==> src/rtl/mac_ctrl_pkg.sv <==
// Shared state encoding and mac_array instruction codes for the tile-job sequencer.
package mac_ctrl_pkg;

    typedef enum logic [2:0] {
        IDLE  = 3'd0,
        LOAD  = 3'd1,
        GAP   = 3'd2,
        EXEC  = 3'd3,
        DRAIN = 3'd4,
        DONE  = 3'd5
    } ctrlState_t;

    localparam logic [1:0] INST_NOP  = 2'b00;
    localparam logic [1:0] INST_LOAD = 2'b01;
    localparam logic [1:0] INST_EXEC = 2'b10;

endpackage

==> src/rtl/mac_ctrl_addr_gen.sv <==
// Base-plus-offset SRAM address counter; reloaded with a new base at the start of each read phase.
module mac_ctrl_addr_gen
    import mac_ctrl_pkg::*;
#(
    parameter int ADDR_W = 11
) (
    input  logic              clk_i,
    input  logic              reset_i,
    input  logic              clr_i,
    input  logic              inc_i,
    input  logic [ADDR_W-1:0] base_i,
    output logic [ADDR_W-1:0] addr_o
);

    logic [ADDR_W-1:0] base_q;
    logic [ADDR_W-1:0] off_q;

    always_ff @(posedge clk_i or posedge reset_i) begin
        if (reset_i) begin
            base_q <= '0;
            off_q  <= '0;
        end else if (clr_i) begin
            base_q <= base_i;
            off_q  <= '0;
        end else if (inc_i) begin
            off_q <= off_q + ADDR_W'(1);
        end
    end

    // The sum truncates to ADDR_W, so reads wrap past the top of memory.
    assign addr_o = base_q + off_q;

endmodule

==> src/rtl/mac_array_ctrl.sv <==
// Tile-job sequencer: loads COL weight vectors, waits for the load to ripple, streams activations, drains outputs.
module mac_array_ctrl
    import mac_ctrl_pkg::*;
#(
    parameter int ROW      = 8,
    parameter int COL      = 8,
    parameter int ADDR_W   = 11,
    parameter int LEN_W    = 8,
    parameter int DRAIN_TO = 24
) (
    input  logic              clk_i,
    input  logic              reset_i,
    input  logic              start_i,
    input  logic [ADDR_W-1:0] base_w_i,
    input  logic [ADDR_W-1:0] base_x_i,
    input  logic [LEN_W-1:0]  num_act_i,
    input  logic [COL-1:0]    valid_i,
    output logic              sram_rd_en_o,
    output logic [ADDR_W-1:0] sram_addr_o,
    output logic [1:0]        inst_w_o,
    output logic              busy_o,
    output logic              done_o,
    output logic              err_o,
    output logic [LEN_W-1:0]  out_cnt_o
);

    localparam int PHASE_W = (LEN_W > $clog2(COL + ROW)) ? LEN_W : $clog2(COL + ROW);
    localparam int IDLE_W  = $clog2(DRAIN_TO + 1);

    ctrlState_t          state_q;
    logic [PHASE_W-1:0]  cnt_q;
    logic [IDLE_W-1:0]   idle_q;
    logic [IDLE_W-1:0]   idle_d;
    logic [LEN_W-1:0]    outCnt_q;
    logic [LEN_W-1:0]    outCnt_d;
    logic [LEN_W-1:0]    numAct_q;
    logic [ADDR_W-1:0]   baseX_q;
    logic                rdEn_q;
    logic [1:0]          instW_q;
    logic                busy_q;
    logic                done_q;
    logic                err_q;

    logic                loadLast;
    logic                gapLast;
    logic                execLast;
    logic                countValid;
    logic                drainHit;
    logic                drainTimeout;
    logic                agClr;
    logic                agInc;
    logic [ADDR_W-1:0]   agBase;
    logic                unusedValid;

    // Only column 0 is watched; every column finishes the same vector in the same cycle.
    assign unusedValid = ^valid_i[COL-1:1];

    assign loadLast     = (cnt_q == PHASE_W'(COL - 1));
    assign gapLast      = (cnt_q == PHASE_W'(ROW - 1));
    assign execLast     = (cnt_q == (PHASE_W'(numAct_q) - PHASE_W'(1)));
    assign countValid   = valid_i[0] && ((state_q == EXEC) || (state_q == DRAIN)) && (outCnt_q != '1);
    assign outCnt_d     = outCnt_q + LEN_W'(countValid);
    assign idle_d       = valid_i[0] ? '0 : idle_q + IDLE_W'(1);
    assign drainHit     = (outCnt_d == numAct_q);
    assign drainTimeout = (idle_d == IDLE_W'(DRAIN_TO));

    always_comb begin
        agClr  = 1'b0;
        agInc  = 1'b0;
        agBase = baseX_q;
        case (state_q)
            IDLE: begin
                agClr  = start_i;
                agBase = base_w_i;
            end
            LOAD:    agInc = !loadLast;
            GAP:     agClr = gapLast;
            EXEC:    agInc = !execLast;
            default: ;
        endcase
    end

    mac_ctrl_addr_gen #(
        .ADDR_W (ADDR_W)
    ) u_addr_gen (
        .clk_i   (clk_i),
        .reset_i (reset_i),
        .clr_i   (agClr),
        .inc_i   (agInc),
        .base_i  (agBase),
        .addr_o  (sram_addr_o)
    );

    // Read enable is high exactly in LOAD/EXEC, so the instruction one cycle later follows the previous state.
    always_ff @(posedge clk_i or posedge reset_i) begin
        if (reset_i) begin
            state_q  <= IDLE;
            cnt_q    <= '0;
            idle_q   <= '0;
            outCnt_q <= '0;
            numAct_q <= '0;
            baseX_q  <= '0;
            rdEn_q   <= 1'b0;
            instW_q  <= INST_NOP;
            busy_q   <= 1'b0;
            done_q   <= 1'b0;
            err_q    <= 1'b0;
        end else begin
            done_q   <= 1'b0;
            outCnt_q <= outCnt_d;
            idle_q   <= (state_q == DRAIN) ? idle_d : '0;
            instW_q  <= (state_q == LOAD) ? INST_LOAD :
                        (state_q == EXEC) ? INST_EXEC : INST_NOP;
            case (state_q)
                IDLE: begin
                    if (start_i) begin
                        numAct_q <= num_act_i;
                        baseX_q  <= base_x_i;
                        outCnt_q <= '0;
                        err_q    <= 1'b0;
                        busy_q   <= 1'b1;
                        rdEn_q   <= 1'b1;
                        cnt_q    <= '0;
                        state_q  <= LOAD;
                    end
                end
                LOAD: begin
                    if (loadLast) begin
                        cnt_q   <= '0;
                        rdEn_q  <= 1'b0;
                        state_q <= GAP;
                    end else begin
                        cnt_q <= cnt_q + PHASE_W'(1);
                    end
                end
                GAP: begin
                    if (gapLast) begin
                        cnt_q <= '0;
                        if (numAct_q == '0) begin
                            done_q  <= 1'b1;
                            state_q <= DONE;
                        end else begin
                            rdEn_q  <= 1'b1;
                            state_q <= EXEC;
                        end
                    end else begin
                        cnt_q <= cnt_q + PHASE_W'(1);
                    end
                end
                EXEC: begin
                    if (execLast) begin
                        cnt_q   <= '0;
                        rdEn_q  <= 1'b0;
                        state_q <= DRAIN;
                    end else begin
                        cnt_q <= cnt_q + PHASE_W'(1);
                    end
                end
                DRAIN: begin
                    // A completing output in the timeout cycle still counts as a clean finish.
                    if (drainHit) begin
                        done_q  <= 1'b1;
                        state_q <= DONE;
                    end else if (drainTimeout) begin
                        done_q  <= 1'b1;
                        err_q   <= 1'b1;
                        state_q <= DONE;
                    end
                end
                DONE: begin
                    busy_q  <= 1'b0;
                    state_q <= IDLE;
                end
                default: state_q <= IDLE;
            endcase
        end
    end

    assign sram_rd_en_o = rdEn_q;
    assign inst_w_o     = instW_q;
    assign busy_o       = busy_q;
    assign done_o       = done_q;
    assign err_o        = err_q;
    assign out_cnt_o    = outCnt_q;

endmodule

==> config.mk <==
export PLATFORM = sky130hd
export DESIGN_NAME = mac_array_ctrl
export DESIGN_NICKNAME = d
export VERILOG_FILES = /design/src/rtl/mac_ctrl_pkg.sv /design/src/rtl/mac_ctrl_addr_gen.sv /design/src/rtl/mac_array_ctrl.sv
export SDC_FILE = /design/constraint.sdc
export NUM_CORES = 1
export LEC_CHECK = 0
export ABC_AREA = 0
export CAP_MARGIN = 20
export CELL_PAD_IN_SITES_DETAIL_PLACEMENT = 0
export CELL_PAD_IN_SITES_GLOBAL_PLACEMENT = 2
export CORE_MARGIN = 1
export CORE_UTILIZATION = 34
export CTS_CLUSTER_DIAMETER = 40
export DETAILED_ROUTE_END_ITERATION = 16
export HOLD_SLACK_MARGIN = 0.12
export PLACE_DENSITY_LB_ADDON = 0.1
export SLEW_MARGIN = 0
export SYNTH_ARGS = -nofsm -noshare
export SYNTH_HDL_FRONTEND = slang
export SYNTH_SLANG_ARGS = --single-unit
==> constraint.sdc <==
create_clock -name clk_i -period 3.3 [get_ports clk_i]
set_input_delay 0.66 -clock clk_i [delete_from_list [all_inputs] [get_ports clk_i]]
set_output_delay 0.66 -clock clk_i [all_outputs]
set_load 0.01 [all_outputs]
==> Yosys cells after proc, flatten, opt, wreduce, memory -nomap -nowiden <==
Index checks and enable logic that the tools add are counted.
{ "word_totals": {"wordCells": 95, "inputBits": 41, "reg_bits": 71} }
{ "op_classes": {"n_reduce_logical": 19, "eq_ne": 18, "mux": 39, "n_addsub": 6} }
{ "ops": {"columns": ["cell", "n"], "rows": [
  ["8-bit 2-to-1 mux", 5],
  ["11-bit 2-to-1 mux", 3],
  ["8-bit one-hot mux with 3 select lines", 1],
  ["3-bit 2-to-1 mux", 7],
  ["8-bit equality test", 2],
  ["3-bit one-hot mux with 5 select lines", 1],
  ["2-bit != test (second input constant)", 7],
  ["1-bit 2-to-1 mux", 12],
  ["11-bit by 1-bit adder with 11-bit output (second input constant)", 1],
  ["11-bit adder", 1],
  ["5-bit 2-to-1 mux", 2],
  ["1-bit one-hot mux with 2 select lines", 5],
  ["8-bit by 1-bit adder with 8-bit output", 1],
  ["8-bit by 1-bit adder with 8-bit output (second input constant)", 1],
  ["8-bit by 3-bit equality test with 1-bit output (second input constant)", 1],
  ["8-bit zero test", 1],
  ["8-bit != test (second input constant)", 1],
  ["8-bit by 1-bit subtractor with 8-bit output (second input constant)", 1],
  ["3-bit by 2-bit equality test with 1-bit output (second input constant)", 2],
  ["3-bit equality test (second input constant)", 2],
  ["2-bit AND reduction", 3],
  ["6-bit AND reduction", 1],
  ["2-bit nonzero test", 3],
  ["5-bit by 1-bit adder with 5-bit output (second input constant)", 1],
  ["14 further kinds", 17]
]} }

==> Longest topological paths before layout <==
{ "depth": {"ltp_word": 8, "depth_mapped": 16, "mapped_depth_nobuf": 15} }

==> Modules after synthesis <==
From an unflattened synthesis, not the netlist that was laid out.
{ "unflattened": {"hier_cells": 421, "hier_area_um2": 4179.0} }
{ "modules_own_cells": {"columns": ["mod", "cells_per_inst", "instances", "area_each_um2"], "rows": [
  ["mac_array_ctrl", 284, 1, 2806.4],
  ["mac_ctrl_addr_gen", 137, 1, 1372.6]
]} }

==> Least setup slack after synthesis <==
Ideal clock, no wire load.
{ "synth_timing": {"path_kind": "register to register", "startpoint": "reg state_q[1]", "endpoint": "reg err_q, in the netlist err_o", "period_less_slack_ns": 2.978, "t_arrival_ns": 2.847, "stages_incl_launch_ff": 17, "n_path_buf": 1, "path_slack_ns": 0.322, "t_required_ns": 3.169, "cell_sequence": "dfrtp_1 > clkbuf_1 > inv_1 > nor2_1 > nand2_1 > inv_1 > o21ai_0 > a31oi_1 > ha_1 > ha_1 > nand3_1 > xnor2_1 > nor3_1 > nand4_1 > or4_1 > a21oi_1 > nor2_1"} }
{ "synth_via": {"elab_chain_cells": 8} }
{ "synth_rtl": {"columns": ["element", "line_no", "source"], "rows": [
  ["start, declared", "mac_array_ctrl.sv:30", "ctrlState_t state_q;"],
  ["start signal, assigned", "mac_array_ctrl.sv:97", "state_q <= IDLE;"],
  ["start signal, assigned", "mac_array_ctrl.sv:124", "state_q <= LOAD;"],
  ["start signal, assigned", "mac_array_ctrl.sv:131", "state_q <= GAP;"],
  ["3-bit by 2-bit equality test with 1-bit output or 3-bit equality test (tied branches)", "mac_array_ctrl.sv:61, mac_array_ctrl.sv:114", null],
  ["1-bit logical OR", "mac_array_ctrl.sv:61", "assign countValid = valid_i[0] && ((state_q == EXEC) || (state_q == DRAIN)) && (outCnt_q != '1);"],
  ["1-bit logical AND (2 in series)", "mac_array_ctrl.sv:61", null],
  ["8-bit by 1-bit adder with 8-bit output", "mac_array_ctrl.sv:62", "assign outCnt_d = outCnt_q + LEN_W'(countValid);"],
  ["8-bit equality test", "mac_array_ctrl.sv:64", "assign drainHit = (outCnt_d == numAct_q);"],
  ["2-bit != test (no source line)", null, null],
  ["4-bit AND reduction (no source line)", null, null],
  ["end signal, assigned", "mac_array_ctrl.sv:107", "err_q <= 1'b0;"],
  ["end signal, assigned", "mac_array_ctrl.sv:120", "err_q <= 1'b0;"],
  ["end signal, assigned", "mac_array_ctrl.sv:166", "err_q <= 1'b1;"],
  ["end, declared", "mac_array_ctrl.sv:42", "logic err_q;"]
]} }
Several ways; a longest one is shown, not always the timed one.
A chain may end at the register's enable or synchronous reset.

==> Worst setup path after layout <==
{ "layout_timing": {"startpoint": "reg u_addr_gen.off_q[0]", "endpoint": "out sram_addr_o[4]"} }
{ "layout_via": {"elab_chain_cells": 1} }
{ "layout_rtl": {"columns": ["element", "line_no", "source"], "rows": [
  ["start, declared", "mac_ctrl_addr_gen.sv:16", "logic [ADDR_W-1:0] off_q;"],
  ["start signal, assigned", "mac_ctrl_addr_gen.sv:26", "off_q <= off_q + ADDR_W'(1);"],
  ["11-bit adder", "mac_ctrl_addr_gen.sv:31", "assign addr_o = base_q + off_q;"],
  ["end, declared", "mac_array_ctrl.sv:19", "output logic [ADDR_W-1:0] sram_addr_o,"]
]} }
Every way passes these cells.

==> results.py <==
metrics = {
    "run_status": {
        "status": "complete, no violations",
    },
    "detailed_routing": {
        "drtIter0Drc": 127,
        "drt-vias-per-instance": 5.038,
        "via_count": 3335,
        "drtPass1Iterations": 4,
        "wl_per_cell_microns": 15.36,
        "wirelength_microns": 10170,
        "antenna_left": 0,
        "remaining_drc_errors": 0,
    },
    "layout": {
        "final_nets": 570,
        "area_delta_synth_final_pct": 29.49,
        "drive_above_1_share_pct": 16.31,
        "fin_cells": 662,
        "fill_cells": 1173,
        "antenna-diode-count": 0,
    },
    "global_routing": {
        "use_met1_pct": 21.16,
        "grtUsageMet2_pct": 29.73,
        "gr-total-overflow": 0,
        "grt_start_max_net_pins": 72,
        "antenna_found_initial": 0,
        "grt_util_all_layers_pct": 17.42,
        "met3_usage_pct": 4.446,
        "grt_pass1_wl_microns": 17160,
        "top_usage_layer": "met2",
        "grt_pass1_vias": 3439,
    },
    "synth": {
        "ys_ff_latch": 71,
        "yosysWarnings": 0,
        "syn_nets": 485,
        "netlist.area_leader.share_pct": 42.30,
        "synth_edf_count": 0,
        "avgSynthCellArea_sq_um": 9.860,
        "ys_types": 60,
        "syn_inst": 426,
        "netlist_area_sq_um": 4200,
        "ys_async_sr_fraction_pct": 100.0,
        "ys.flop_type": "dfrtp_1",
        "yosysTopAreaCell": "dfrtp_1",
        "ys_seq_area_share_pct": 42.30,
        "yosys-top-cells-area": "dfrtp_1 (42%), ha_1 (5.1%), mux2_2 (4.6%), xnor2_1 (4.4%), mux2i_1 (4.1%)",
    },
    "critical_path": {
        "criticalPathCategory": "reg -> out",
        "r2r_cells": 13,
        "rrSetupSlack_ns": 0.29,
        "cp-start-kind": "register",
        "worstPathArrival_ns": 2.49,
        "end_kind": "output pin",
        "path_max_fanout": 2,
        "worstPathRequired_ns": 2.64,
        "timing.rr.end": "done_o",
        "r2r-start": "out_cnt_o[3]",
    },
    "floorplanning": {
        "die_w_microns": 113.1,
        "fp.coreArea_sq_um": 12010,
        "dieArea_sq_um": 12800,
        "start_util_pct": 34.97,
        "num_rows": 40,
        "ioPinCount": 66,
        "dieHeight_microns": 113.1,
    },
    "power": {
        "power_per_cell_area_nw_per_um2": 868.1,
        "vdd_ir_drop_max_mv": 0.4568,
        "power_leakage_nw": 2.420,
    },
    "timing": {
        "finClkSkew_ns": 0.003908,
        "finalMaxSlewViolations": 0,
        "layout_setup_ws_ns": 0.1451,
        "tightest_slew_ns": 0.8606,
        "min_period_ns": 3.155,
        "fmax_mhz": 317.0,
        "relSlewSlack_pct": 42.63,
        "rsz0062_at_grt": "yes",
        "period_share_pct": 95.60,
        "hold_viol": 0,
        "finalSetupViolCount": 0,
    },
    "job": {
        "max_cap_violations": 0,
    },
    "clock_tree": {
        "cts_made_buffers": 9,
        "clk_latency_ns": 0.33,
        "clk_path_buf_depth": 2,
        "h-tree-depth": 3,
        "numClockSinks": 71,
        "clkSlewWorstSetupHoldPaths_ns": 0.05,
        "cts-root-buf": "clkbuf_16",
        "cts_tree": "done",
    },
    "worst_hold_path": {
        "timing.hold.worst.class": "reg -> reg",
        "hold_path.startpoint": "u_addr_gen.base_q[7]",
        "whs_endpoint": "u_addr_gen.base_q[7]",
        "hold_depth": 2,
    },
    "place": {
        "hpwlAfterDp_microns": 7297,
        "io_buffers": 58,
        "dpl_worst_slack_ns": -0.04182,
        "gp_congestion": 0.7434,
        "placed_cells": 642,
    },
}
==> state kept, by name, summed over array words and instances, names as in the netlist, 2 cells and up <==
register	cells
baseX_q	11
u_addr_gen.base_q	11
u_addr_gen.off_q	11
cnt_q	8
numAct_q	8
out_cnt_o	8
idle_q	5
state_q	3
inst_w_o	2
==> final cells by class <==
cell class / count / area, sq um / share of cell area [%]
inverters: 16 / 60.06 / 1.104
clock buffers: 12 / 256.5 / 4.716
multi-input cells: 322 / 2300 / 42.28
clock inverters: 3 / 42.54 / 0.7821
flip-flops and latches: 71 / 1777 / 32.67
well taps: 147 / 183.9 / 3.382
repair buffers: 91 / 819.5 / 15.07
==> per-stage QoR <==
step	total power [mW]	cell area (sq um)	util, %	hold WS, ns	setup TNS [ns]
2_1_floorplan	2.873	4200	-	0.4538	0
3_3_place_gp	3.728	5116	42.59	0.4789	-0.03080
3_5_place_dp	3.769	5116	42.59	0.4808	-0.06022
4_1_cts	4.790	5438	45.27	0.4980	0
5_1_grt	5.102	5439	45.28	0.5332	-0.06873
6_report	4.722	5439	45.28	0.4898	0
==> metal layers <==
metal / share of wire [%] / wire length (microns) / up-vias
li1: - / - / 1679
met1: 46 / 4655 / 1580
met2: 49 / 4946 / 60
met3: 3.6 / 362 / 16
met4: 2.0 / 201 / 0
met5: 0 / 0 / -
==> worst max-delay path by stage <==
stage               slack (ns)               to                 from
detailed placement       -0.04  sram_addr_o[10]  u_addr_gen.off_q[0]
finish                    0.15   sram_addr_o[4]  u_addr_gen.off_q[0]
global route             -0.05  sram_addr_o[10]  u_addr_gen.off_q[0]
floorplan                 0.32            err_o           state_q[1]
global placement         -0.01       state_q[0]           valid_i[0]
CTS                     0.0006  sram_addr_o[10]  u_addr_gen.off_q[0]
==> synthesized netlist by cell type, types with 11 or more instances <==
| cell | instances |
|---|---|
| mux2i_1 | 17 |
| ha_1 | 17 |
| nor3_1 | 13 |
| nor2_1 | 35 |
| mux2_2 | 17 |
| o21ai_0 | 29 |
| clkbuf_1 | 11 |
| xnor2_1 | 21 |
| inv_1 | 16 |
| nand2_1 | 45 |
| xor2_1 | 19 |
| a21oi_1 | 13 |
| dfrtp_1 | 71 |
==> where the power goes <==
part	switching, mW	internal, mW
registers	0.324	1.17
clock network	0.363	0.621
logic	1.08	1.17
==> repair_timing <==
item                       in CTS  in global routing
hold buffers                    0                  0
pin swaps                       3                  3
setup endpoints to repair       5                  5
buffers inserted                4                  1
resized for setup               9                 13
gates cloned                    0                  0
hold endpoints to repair        0                  0
==> placed cells by master, fill, tap and decap left out, types with 12 or more instances in the layout <==
cell	n
nor3_1	12
o21ai_0	27
mux2_2	17
clkdlybuf4s50_1	52
dfrtp_1	71
inv_1	15
nand2_1	45
xor2_1	19
ha_1	17
buf_4	32
xnor2_1	21
mux2i_1	17
nor2_1	35
==> worst max-delay path, cell delays in order, from the launching register on <==
cell	delay, ns
dfrtp_1	0.38
ha_1	0.21
inv_1	0.07
fa_1	0.18
nor2b_1	0.05
o21ai_0	0.22
a21boi_1	0.14
buf_4	0.15
buf_4	0.12
nor2_1	0.11
clkdlybuf4s50_1	0.54
==> cells by family (layout without fill, tap and decap cells) <==
kind of cell | Yosys count | count (layout) | share of synthesized area [%]
AOI/OAI and AO/OA | 78 | 78 | 12.81
buffers and inverters | 33 | 122 | 3.247
DFF | 71 | 71 | 42.30
and+or+nand+nor | 151 | 151 | 18.62
adders and majority gates | 18 | 18 | 5.541
muxes | 34 | 34 | 8.609
xor gates and xnor gates | 41 | 41 | 8.877
Note: power is estimated with default switching activity, not from simulation.
